--- config.mk ---
export PLATFORM = sky130hd
export DESIGN_NAME = move_commit_decoder
export DESIGN_NICKNAME = d
export VERILOG_FILES = /design/src/rtl/tictactoe_pkg.sv /design/src/rtl/pos_onehot_decoder.sv /design/src/rtl/move_commit_decoder.sv
export SDC_FILE = /design/constraint.sdc
export NUM_CORES = 1
export LEC_CHECK = 0
export ABC_CLOCK_PERIOD_IN_PS = 2350
export BUFFER_PORTS_ARGS = -buffer_cell sky130_fd_sc_hd__buf_2
export CAP_MARGIN = 30
export CORE_MARGIN = 3
export CORE_UTILIZATION = 51
export CTS_BUF_LIST = sky130_fd_sc_hd__clkbuf_16
export CTS_CLUSTER_DIAMETER = 120
export DETAILED_ROUTE_END_ITERATION = 8
export PLACE_DENSITY = 0.79
export SYNTH_ARGS = -nofsm -noshare
export SYNTH_HDL_FRONTEND = slang
export SYNTH_HIERARCHICAL = 1
export SYNTH_SLANG_ARGS = --single-unit
--- constraint.sdc ---
create_clock -name clk -period 2.35 [get_ports clk]
set_input_delay 0.1175 -clock clk [delete_from_list [all_inputs] [get_ports clk]]
set_output_delay 0.1175 -clock clk [all_outputs]
set_load 0.01 [all_outputs]
--- src/rtl/tictactoe_pkg.sv ---
// Shared constants and types for the tic-tac-toe move path.
// Error codes are ordered by the priority the decoder applies them in.
package tictactoe_pkg;

   localparam logic [1:0] ERR_NONE  = 2'd0;
   localparam logic [1:0] ERR_OCC   = 2'd1;
   localparam logic [1:0] ERR_RANGE = 2'd2;
   localparam logic [1:0] ERR_LOCK  = 2'd3;

   localparam logic PLAYER_X = 1'b0;
   localparam logic PLAYER_O = 1'b1;

   typedef enum logic {
      READY = 1'b0,
      CHECK = 1'b1
   } mcd_state_e;

endpackage

--- src/rtl/pos_onehot_decoder.sv ---
// Combinational cell-index to one-hot decoder.
// Indices at or beyond CELLS produce all zeros; they never wrap.
module pos_onehot_decoder #(
   parameter int CELLS = 9,
   parameter int POS_W = 4
) (
   input  logic [POS_W-1:0] i_pos,
   output logic [CELLS-1:0] o_onehot
);

   always_comb begin
      o_onehot = '0;
      for (int i = 0; i < CELLS; i++) begin
         if (i_pos == POS_W'(i)) o_onehot[i] = 1'b1;
      end
   end

endmodule

--- src/rtl/move_commit_decoder.sv ---
// Registered move decoder: accepts a cell index, validates it against the
// board and game state, then commits it to the mover's mask or rejects it.
//
// state | meaning
// READY | move_ready=1, waiting for move_valid; pos is captured on accept
// CHECK | captured move is evaluated; ack or err pulses after the next edge
module move_commit_decoder
   import tictactoe_pkg::*;
#(
   parameter  int CELLS = 9,
   parameter  int POS_W = 4,
   localparam int CNT_W = $clog2(CELLS + 1)
) (
   input  logic             clk,
   input  logic             rst_n,
   input  logic             new_game,
   input  logic             game_over,
   input  logic             move_valid,
   input  logic [POS_W-1:0] move_pos,
   output logic             move_ready,
   output logic             move_ack,
   output logic             move_err,
   output logic [1:0]       err_code,
   output logic [CELLS-1:0] cell_en,
   output logic [CELLS-1:0] x_mask,
   output logic [CELLS-1:0] o_mask,
   output logic             turn,
   output logic [CNT_W-1:0] move_count,
   output logic             board_full
);

   if (CELLS < 2 || (2 ** POS_W) < CELLS) begin : g_param_check
      $error("move_commit_decoder: CELLS must be in 2..2**POS_W");
   end

   mcd_state_e       r_state;
   mcd_state_e       w_state_nxt;
   logic [POS_W-1:0] r_pos_q;
   logic [CELLS-1:0] r_x_mask;
   logic [CELLS-1:0] r_o_mask;
   logic             r_turn;
   logic [CNT_W-1:0] r_count;
   logic             r_ack;
   logic             r_err;
   logic [1:0]       r_err_code;
   logic [CELLS-1:0] r_cell_en;

   logic             w_capture;
   logic             w_eval;
   logic [CELLS-1:0] w_onehot;
   logic             w_full;
   logic             w_range;
   logic             w_occupied;
   logic [1:0]       w_err_code;

   pos_onehot_decoder #(
      .CELLS (CELLS),
      .POS_W (POS_W)
   ) u_pos_dec (
      .i_pos    (r_pos_q),
      .o_onehot (w_onehot)
   );

   assign w_full     = (r_count == CNT_W'(CELLS));
   assign w_range    = ({1'b0, r_pos_q} >= (POS_W + 1)'(CELLS));
   assign w_occupied = |(w_onehot & (r_x_mask | r_o_mask));

   // Lock outranks range, which outranks occupancy.
   always_comb begin
      w_err_code = ERR_NONE;
      if (game_over || w_full) w_err_code = ERR_LOCK;
      else if (w_range)        w_err_code = ERR_RANGE;
      else if (w_occupied)     w_err_code = ERR_OCC;
   end

   always_ff @(posedge clk or negedge rst_n) begin
      if (!rst_n) r_state <= READY;
      else        r_state <= w_state_nxt;
   end

   always_comb begin
      w_state_nxt = r_state;
      w_capture   = 1'b0;
      w_eval      = 1'b0;
      move_ready  = (r_state == READY);
      if (new_game) begin
         w_state_nxt = READY;
      end else begin
         case (r_state)
            READY: begin
               if (move_valid) begin
                  w_state_nxt = CHECK;
                  w_capture   = 1'b1;
               end
            end
            CHECK: begin
               w_state_nxt = READY;
               w_eval      = 1'b1;
            end
            default: w_state_nxt = READY;
         endcase
      end
   end

   always_ff @(posedge clk or negedge rst_n) begin
      if (!rst_n) begin
         r_pos_q    <= '0;
         r_x_mask   <= '0;
         r_o_mask   <= '0;
         r_turn     <= PLAYER_X;
         r_count    <= '0;
         r_ack      <= 1'b0;
         r_err      <= 1'b0;
         r_err_code <= ERR_NONE;
         r_cell_en  <= '0;
      end else begin
         r_ack      <= 1'b0;
         r_err      <= 1'b0;
         r_err_code <= ERR_NONE;
         r_cell_en  <= '0;
         if (w_capture) r_pos_q <= move_pos;
         if (new_game) begin
            r_x_mask <= '0;
            r_o_mask <= '0;
            r_turn   <= PLAYER_X;
            r_count  <= '0;
         end else if (w_eval) begin
            if (w_err_code != ERR_NONE) begin
               r_err      <= 1'b1;
               r_err_code <= w_err_code;
            end else begin
               r_ack     <= 1'b1;
               r_cell_en <= w_onehot;
               if (r_turn == PLAYER_X) r_x_mask <= r_x_mask | w_onehot;
               else                    r_o_mask <= r_o_mask | w_onehot;
               r_turn  <= ~r_turn;
               r_count <= r_count + 1'b1;
            end
         end
      end
   end

   assign move_ack   = r_ack;
   assign move_err   = r_err;
   assign err_code   = r_err_code;
   assign cell_en    = r_cell_en;
   assign x_mask     = r_x_mask;
   assign o_mask     = r_o_mask;
   assign turn       = r_turn;
   assign move_count = r_count;
   assign board_full = w_full;

endmodule

[After elaboration in Yosys (flattened, before gate mapping)]
Cells that the tools add are included.
Storage, ports and cells
  bits of input ports: 9
  output and inout bits: 38
  logic and storage cells: 83
  register bits after elaboration: 41
Operators by class
  add/sub/neg operators: 1
  equal/unequal tests: 11
  bitwise gates (word level): 6
  magnitude comparators: 1
  multiplexer cells: 45
  reductions and logical operators: 9
Operator list (number)
  9-bit two-way mux: 11
  9-bit bitwise OR: 3
  1-bit two-way mux: 25
  4-bit by 3-bit equality test with 1-bit output, second input constant: 4
  4-bit two-way mux: 3
  2-bit two-way mux: 5
  9-bit bitwise AND: 1
  9-bit OR reduction: 1
  4-bit by 2-bit equality test with 1-bit output, second input constant: 2
  4-bit equality test, second input constant: 2
  3-bit AND reduction: 2
  2-bit nonzero test: 3
  4-bit by 1-bit adder with 4-bit output, second input constant: 1
  4-bit by 1-bit equality test with 1-bit output, second input constant: 1
  4-bit greater-or-equal comparator, second input constant: 1
  4-bit zero test: 1
  2-bit != test, second input constant: 2
  1-bit inverter: 2
  1-bit case mux with 2 select lines: 1
  2-bit AND reduction: 1
  1-bit logical OR: 1

[Depth between registers and ports, before layout]
Gate-level depths: netlist of the first run.
  word-level depth: 11
  gate-level depth with buffers: 7

[By module]
Netlist of the first run, hierarchy kept.
By module, submodules not included
  move_commit_decoder: cells each 125, area each 1610.3 um^2, instances 1, sequential area each 1026.0 um^2
  pos_onehot_decoder: cells each 9, area each 90.1 um^2, instances 1, sequential area each 0.0 um^2

[Worst setup path before layout of the first run]
Ideal clock, no wire load.
  path kind: register -> register
  start point: register r_count[0], in the netlist move_count[0]
  end point: register r_count[3], in the netlist move_count[3]
  period minus slack after synthesis: 1.926 ns
  slack: 0.424 ns
  arrival time: 1.849 ns
  cell stages (with the launch flop): 7
  cell sequence: dfrtp_1 -> ha_1 -> and3b_1 -> nor3b_2 -> nand4_1 -> or3_1 -> a21oi_1
On the way
  cells in the longest elaborated chain, start to end: 6
  elaborated cells on any way between the ends: 10
RTL lines
  start, declared: RTL line move_commit_decoder.sv:42  | logic [CNT_W-1:0] r_count;
  start signal, assigned: RTL line move_commit_decoder.sv:137  | r_count <= r_count + 1'b1;
  4-bit equality test: RTL line move_commit_decoder.sv:64  | assign w_full = (r_count == CNT_W'(CELLS));
  net board_full: RTL line move_commit_decoder.sv:29  | output logic board_full
  1-bit logical OR: RTL line move_commit_decoder.sv:71  | if (game_over || w_full) w_err_code = ERR_LOCK;
  2-bit two-way mux: RTL line move_commit_decoder.sv:71
  2-bit nonzero test: RTL line move_commit_decoder.sv:128  | if (w_err_code != ERR_NONE) begin
  2-bit != test (no line)
  2-bit AND reduction (no line)
The timed path passes the listed nets, and every way through them passes these cells. The select of a mux whose other input is x is not followed.
A chain may end at the register's enable or synchronous reset.

[Final worst setup path of the first run]
  start point: register r_pos_q[0]
  end point: register r_count[2], in the netlist move_count[2]
On the way
  cells in the longest elaborated chain, start to end: 10
  elaborated cells on any way between the ends: 27
RTL lines
  start, declared: RTL line move_commit_decoder.sv:38  | logic [POS_W-1:0] r_pos_q;
  start signal, assigned: RTL line move_commit_decoder.sv:121  | if (w_capture) r_pos_q <= move_pos;
  4-bit by 3-bit equality test with 1-bit output: RTL line pos_onehot_decoder.sv:14  | if (i_pos == POS_W'(i)) o_onehot[i] = 1'b1;
  1-bit two-way mux: RTL line pos_onehot_decoder.sv:14
  net w_onehot[6]: RTL line move_commit_decoder.sv:50  | logic [CELLS-1:0] w_onehot;
  9-bit bitwise AND: RTL line move_commit_decoder.sv:66  | assign w_occupied = |(w_onehot & (r_x_mask | r_o_mask));
  9-bit OR reduction: RTL line move_commit_decoder.sv:66
  1-bit two-way mux: RTL line move_commit_decoder.sv:73  | else if (w_occupied) w_err_code = ERR_OCC;
  2-bit two-way mux: RTL line move_commit_decoder.sv:72  | else if (w_range) w_err_code = ERR_RANGE;
  2-bit two-way mux: RTL line move_commit_decoder.sv:71
  2-bit nonzero test: RTL line move_commit_decoder.sv:128
  2-bit != test (no line)
  2-bit AND reduction (no line)
The timed path passes the listed nets, and every way through them passes these cells.

==> results.py, run 1 <==
metrics = {
    "placement": {
        "numPortBuffers": 46,
        "dp_hpwl_um": 2660,
        "gp_congestion": 0.931,
        "pre_cts_ws_ns": 0.106,
        "postPlaceCellArea_um2": 2050,
    },
    "power_and_ir_drop": {
        "switchingPower_w": 0.000362,
        "p_leak_nw": 1.16,
        "power.internal_w": 0.00118,
        "pwr-share-seq": 0.498,
        "comb_power_share": 0.090,
        "sw_frac_of_total": 0.235,
        "p_per_area_nw_per_um2": 699,
        "p_total_w": 0.00154,
        "vdd_drop_max_mv": 0.485,
        "clkPwrFrac": 0.412,
    },
    "global_routing": {
        "grt_pass1_wl_um": 6480,
        "grt_pass1_vias": 1335,
        "antenna_found_initial": 0,
        "overflow": 0,
        "track_usage": 0.209,
        "grt_max_degree": 42,
    },
    "clock_tree": {
        "cts_inserted_buffers": 5,
        "cts_root_buf": "clkbuf_16",
        "path_clk_slew_ns": 0.05,
        "clock_latency_ns": 0.28,
        "htree_levels": 2,
        "cts_sinks": 41,
        "clock_path_buffers": 2,
        "cts_tree": "done",
        "post_cts_buffers": 0,
    },
    "setup_path": {
        "cp_cell_sequence": "and4bb_2 > o21ai_0 > and4_1 > nand4_1 > or4_1 > a21oi_1",
        "cp.required_ns": 2.55,
        "cp-end-kind": "flip-flop",
        "crit_arrival_ns": 2.44,
        "cpMaxStageDelayCell": "dfrtp_1",
        "cp-start-kind": "flip-flop",
        "worstPathMaxFanout": 11,
        "max_stage_delay_ns": 0.53,
        "critPathKind": "reg -> reg",
    },
    "finish": {
        "most-common-layout-cells": "buf_2 (46), dfrtp_1 (40), a22o_1 (18)",
        "drive_gt1_frac": 0.398,
        "fin_nets": 206,
        "area_growth_pct": 29.5,
        "design_area_um2": 2200,
        "diodes": 0,
        "final_common_cell": "buf_2",
    },
    "logic_synthesis": {
        "ys_ff_latch": 41,
        "synth_cell_type_count": 29,
        "avgSynthCellArea_um2": 12.7,
        "ys_warn_count": 6,
        "syn_nets": 145,
        "seq_area_frac_synth": 0.603,
        "synth_area_um2": 1700,
        "syn_inst": 134,
    },
    "timing": {
        "slew_headroom": 0.421,
        "timing.fmax_ghz": 0.447,
        "skew_ns": 0.00273,
        "whs_ns": 0.0381,
        "timing.final.crit_share": 0.952,
        "finalSetupTns_ns": 0,
        "hold_violations": 0,
        "fin_crit_ns": 2.24,
        "setup_violations": 0,
        "tightest_slew_ns": 0.868,
        "grt_setup_unrepaired": "true",
        "setup_ws_ns": 0.112,
        "drv_slew": 0,
    },
    "die": {
        "rows": 20,
        "start_util": 0.544,
        "ios": 47,
        "fp.dieW_um": 63.7,
        "core_region_area_um2": 3130,
        "fp.dieArea_um2": 4060,
        "die_y_um": 63.7,
    },
    "routing": {
        "drt_drc_violations_left": 0,
        "vias_per_cell": 5.61,
        "vias": 1347,
        "drt_iter0_drc": 93,
        "route.antenna.remaining_nets": 0,
        "drt-pass1-iter-count": 4,
        "avgRoutedWirePerCell_um": 16.3,
        "drt_wl_total_um": 3900,
    },
    "job": {
        "drv_cap": 0,
    },
    "outcome": {
        "status": "finished, final reports clean",
    },
    "min_path": {
        "min_path_type": "in -> reg",
    },
}
-- what timing repair did --
action	CTS	global route
hold buffers	1	0
endpoints found under the setup margin	0	11
hold endpoints to repair	41	0
resized for setup	0	2
-- cells in the mapped netlist --
cell,count,area [um^2]
dfrtp_1,41,1030
a22o_1,18,158
and2_1,12,75.1
o21ai_0,11,55.1
inv_1,5,18.8
mux2_2,4,45.0
nor2_1,4,15.0
nor4b_1,4,35.0
a21oi_1,3,15.0
and3_1,3,18.8
and4bb_2,3,37.5
clkbuf_1,3,11.3
nand3_1,3,15.0
ha_1,2,25.0
nand2_1,2,7.51
nand4_1,2,12.5
nor3_2,2,20.0
a211oi_1,1,7.51
and3b_1,1,8.76
and4_1,1,8.76
and4_2,1,10.0
and4b_2,1,11.3
mux2i_1,1,10.0
nor3b_2,1,12.5
nor4_1,1,6.26
o31ai_2,1,12.5
or3_1,1,6.26
or4_1,1,7.51
xnor2_1,1,8.76
-- worst max-delay path, delay by kind of cell, from the launching register on --
kind               cells  cell delay [ns]
AOI/OAI and AO/OA      2             0.26
DFF                    1             0.53
and+or+nand+nor        4             1.37
-- logic make-up after synthesis --
logic type / after synthesis / synth area share
compound gates: 34 / 0.146
xor+xnor: 1 / 0.00515
flops: 41 / 0.603
mux: 5 / 0.0324
buf+inv: 8 / 0.0177
simple gates: 43 / 0.181
fa+ha+maj: 2 / 0.0147
-- power groups by stage --
stage / combinational (W) / sequential, W / clock, W
2_1_floorplan: 0.0000735 / 0.000770 / 0
3_5_place_dp: 0.000135 / 0.000776 / 0
6_report: 0.000138 / 0.000767 / 0.000634
4_1_cts: 0.000138 / 0.000765 / 0.000650
3_3_place_gp: 0.000131 / 0.000771 / 0
5_1_grt: 0.000151 / 0.000771 / 0.000689
-- final timing paths --
kind / from / endpoint / slack [ns] / depth (start not counted)
max: r_pos_q[0] / move_count[2] / 0.11 / 6
min: new_game / turn / 0.04 / 2
max reg2reg: r_pos_q[0] / move_count[2] / 0.11 / 6
min reg2reg: x_mask[0] / x_mask[0] / 0.53 / 1
max in group asynchronous: rst_n / r_pos_q[2] / 1.26 / 2
min in group asynchronous: rst_n / cell_en[4] / 0.49 / 2
-- metal layers --
| layer | share of wire | up-vias | global-route usage |
|---|---|---|---|
| met1 | 0.41 | 671 | 0.251 |
| met3 | 0.057 | 10 | 0.0650 |
| li1 | - | 622 | - |
| met5 | 0 | - | 0 |
| met4 | 0.020 | 0 | 0.0863 |
| met2 | 0.52 | 44 | 0.348 |
-- flip-flops by register name, indices dropped and copies added, names as in the netlist --
register	flops
x_mask	9
move_count	4
r_state	1
r_pos_q	4
move_err	1
err_code	2
move_ack	1
turn	1
o_mask	9
cell_en	9
-- stage by stage --
| stage | std cells | utilization |
|---|---|---|
| 2_1_floorplan | 134 | - |
| 3_3_place_gp | 231 | 0.655 |
| 3_5_place_dp | 231 | 0.655 |
| 4_1_cts | 240 | 0.703 |
| 5_1_grt | 240 | 0.704 |
| 6_report | 240 | 0.704 |
-- layout make-up --
cell class	count	area, um^2
repair buffers	57	315
clock buffers	5	125
inverters	5	18.8
fillers	229	926
flip-flops and latches	41	1030
clock inverters	3	13.8
well taps	44	55.1
multi-input cells	85	647
No activity file was read; power rests on OpenSTA's default activity.
==> run 2: changes to the inputs <==
Settings changed: RECOVER_POWER set to 100.
==> results.py, run 2 (synthesis gave the netlist of run 1 again) <==
metrics = {
    "clock_tree": {
        "path_clk_slew_ns": 0.05,
        "cts_inserted_buffers": 5,
        "clock_latency_ns": 0.28,
        "cts_root_buf": "clkbuf_16",
        "cts_sinks": 41,
        "cts_tree": "done",
        "clock_path_buffers": 2,
        "post_cts_buffers": 0,
        "htree_levels": 2,
    },
    "die": {
        "ios": 47,
        "die_y_um": 63.7,
        "fp.dieArea_um2": 4060,
        "start_util": 0.544,
        "core_region_area_um2": 3130,
        "rows": 20,
        "fp.dieW_um": 63.7,
    },
    "outcome": {
        "status": "finished, final reports clean",
    },
    "timing": {
        "timing.final.crit_share": 0.962,
        "drv_slew": 0,
        "setup_ws_ns": 0.0895,
        "fin_crit_ns": 2.26,
        "slew_headroom": 0.361,
        "timing.fmax_ghz": 0.442,
        "tightest_slew_ns": 0.958,
        "skew_ns": 0.00314,
        "setup_violations": 0,
        "hold_violations": 0,
        "grt_setup_unrepaired": "true",
    },
    "finish": {
        "finalNonFillerCells": 240,
        "fin_nets": 206,
        "final_common_cell": "dfrtp_1",
        "diodes": 0,
        "most-common-layout-cells": "dfrtp_1 (40), clkbuf_1 (38), a22o_1 (18)",
        "area_growth_pct": 26.4,
        "design_area_um2": 2150,
        "drive_gt1_frac": 0.204,
    },
    "placement": {
        "gp_congestion": 0.931,
        "dp.cells": 231,
        "numPortBuffers": 46,
        "postPlaceCellArea_um2": 2050,
        "pre_cts_ws_ns": 0.106,
        "dp_hpwl_um": 2660,
    },
    "power_and_ir_drop": {
        "pwr-share-seq": 0.498,
        "vdd_drop_max_mv": 0.484,
        "sw_frac_of_total": 0.237,
        "p_per_area_nw_per_um2": 716,
        "power.internal_w": 0.00117,
        "p_leak_nw": 0.984,
        "p_total_w": 0.00154,
        "comb_power_share": 0.089,
        "switchingPower_w": 0.000364,
        "clkPwrFrac": 0.413,
    },
    "job": {
        "drv_cap": 0,
    },
    "global_routing": {
        "grt_pass1_wl_um": 6480,
        "antenna_found_initial": 0,
        "track_usage": 0.209,
        "grt_pass1_vias": 1335,
        "grt_max_degree": 42,
        "overflow": 0,
    },
    "setup_path": {
        "critPathTopFamily": "simple AND/OR/NAND/NOR gates",
        "cp-end-kind": "flip-flop",
        "path_buf_inv": 0,
        "cp-start-kind": "flip-flop",
        "rrSetupSlack_ns": 0.09,
        "cp.required_ns": 2.55,
        "worstPathMaxFanout": 11,
        "max_stage_delay_ns": 0.53,
        "critPathKind": "reg -> reg",
        "cpMaxStageDelayCell": "dfrtp_1",
        "crit_arrival_ns": 2.46,
        "cp_cell_sequence": "and4bb_2 > o21ai_0 > and4_1 > nand4_1 > or4_1 > a21oi_1",
    },
    "routing": {
        "vias": 1371,
        "route.antenna.remaining_nets": 0,
        "drt_drc_violations_left": 0,
        "vias_per_cell": 5.71,
        "drt_wl_total_um": 3930,
        "avgRoutedWirePerCell_um": 16.4,
        "drt-pass1-iter-count": 4,
        "drt_iter0_drc": 65,
    },
    "min_path": {
        "min_path_type": "in -> reg",
    },
}
run 2: per-stage QoR:
| step | hold slack (ns) | util | TNS, ns |
|---|---|---|---|
| global placement | 0.263 | 0.655 | 0 |
| floorplan | -0.178 | - | 0 |
| global route | 0.0486 | 0.687 | -0.00895 |
| CTS | 0.0323 | 0.703 | 0 |
| finish | 0.0382 | 0.687 | 0 |
| detailed placement | 0.284 | 0.655 | 0 |
run 2: area by class of cell:
class	instances	area, um^2
inverter	5	18.8
sequential	41	1030
timing repair buffer	57	263
tap	44	55.1
fill	255	978
clock buffer	5	125
clock inverter	3	13.8
multi-input combinational	85	647
run 2: per-layer routing:
layer,share of wire,vias up,track usage
met2,0.51,60,0.348
met4,0.017,0,0.0863
met1,0.41,680,0.251
met5,0,-,0
met3,0.067,8,0.0650
li1,-,623,-
run 2: worst paths after layout:
kind | start | end | depth (start not counted)
max in group asynchronous | rst_n | r_pos_q[2] | 2
hold reg to reg | x_mask[0] | x_mask[0] | 1
hold / removal | new_game | move_count[3] | 2
setup / recovery | r_pos_q[0] | move_count[2] | 6
setup reg to reg | r_pos_q[0] | move_count[2] | 6
min in group asynchronous | rst_n | cell_en[4] | 2
run 2: what timing repair did:
item	CTS	global route
hold buffers	1	0
gates resized for setup	0	2
endpoints found under the setup margin	0	11
endpoints found under the hold margin	41	0
run 2: power by group through the flow:
stage | Clock [W] | Sequential (W) | Combinational (W)
after global placement | 0 | 0.000771 | 0.000131
after CTS | 0.000650 | 0.000765 | 0.000138
after global routing | 0.000689 | 0.000771 | 0.000149
after detailed placement | 0 | 0.000776 | 0.000135
after floorplan | 0 | 0.000770 | 0.0000735
final | 0.000636 | 0.000767 | 0.000136
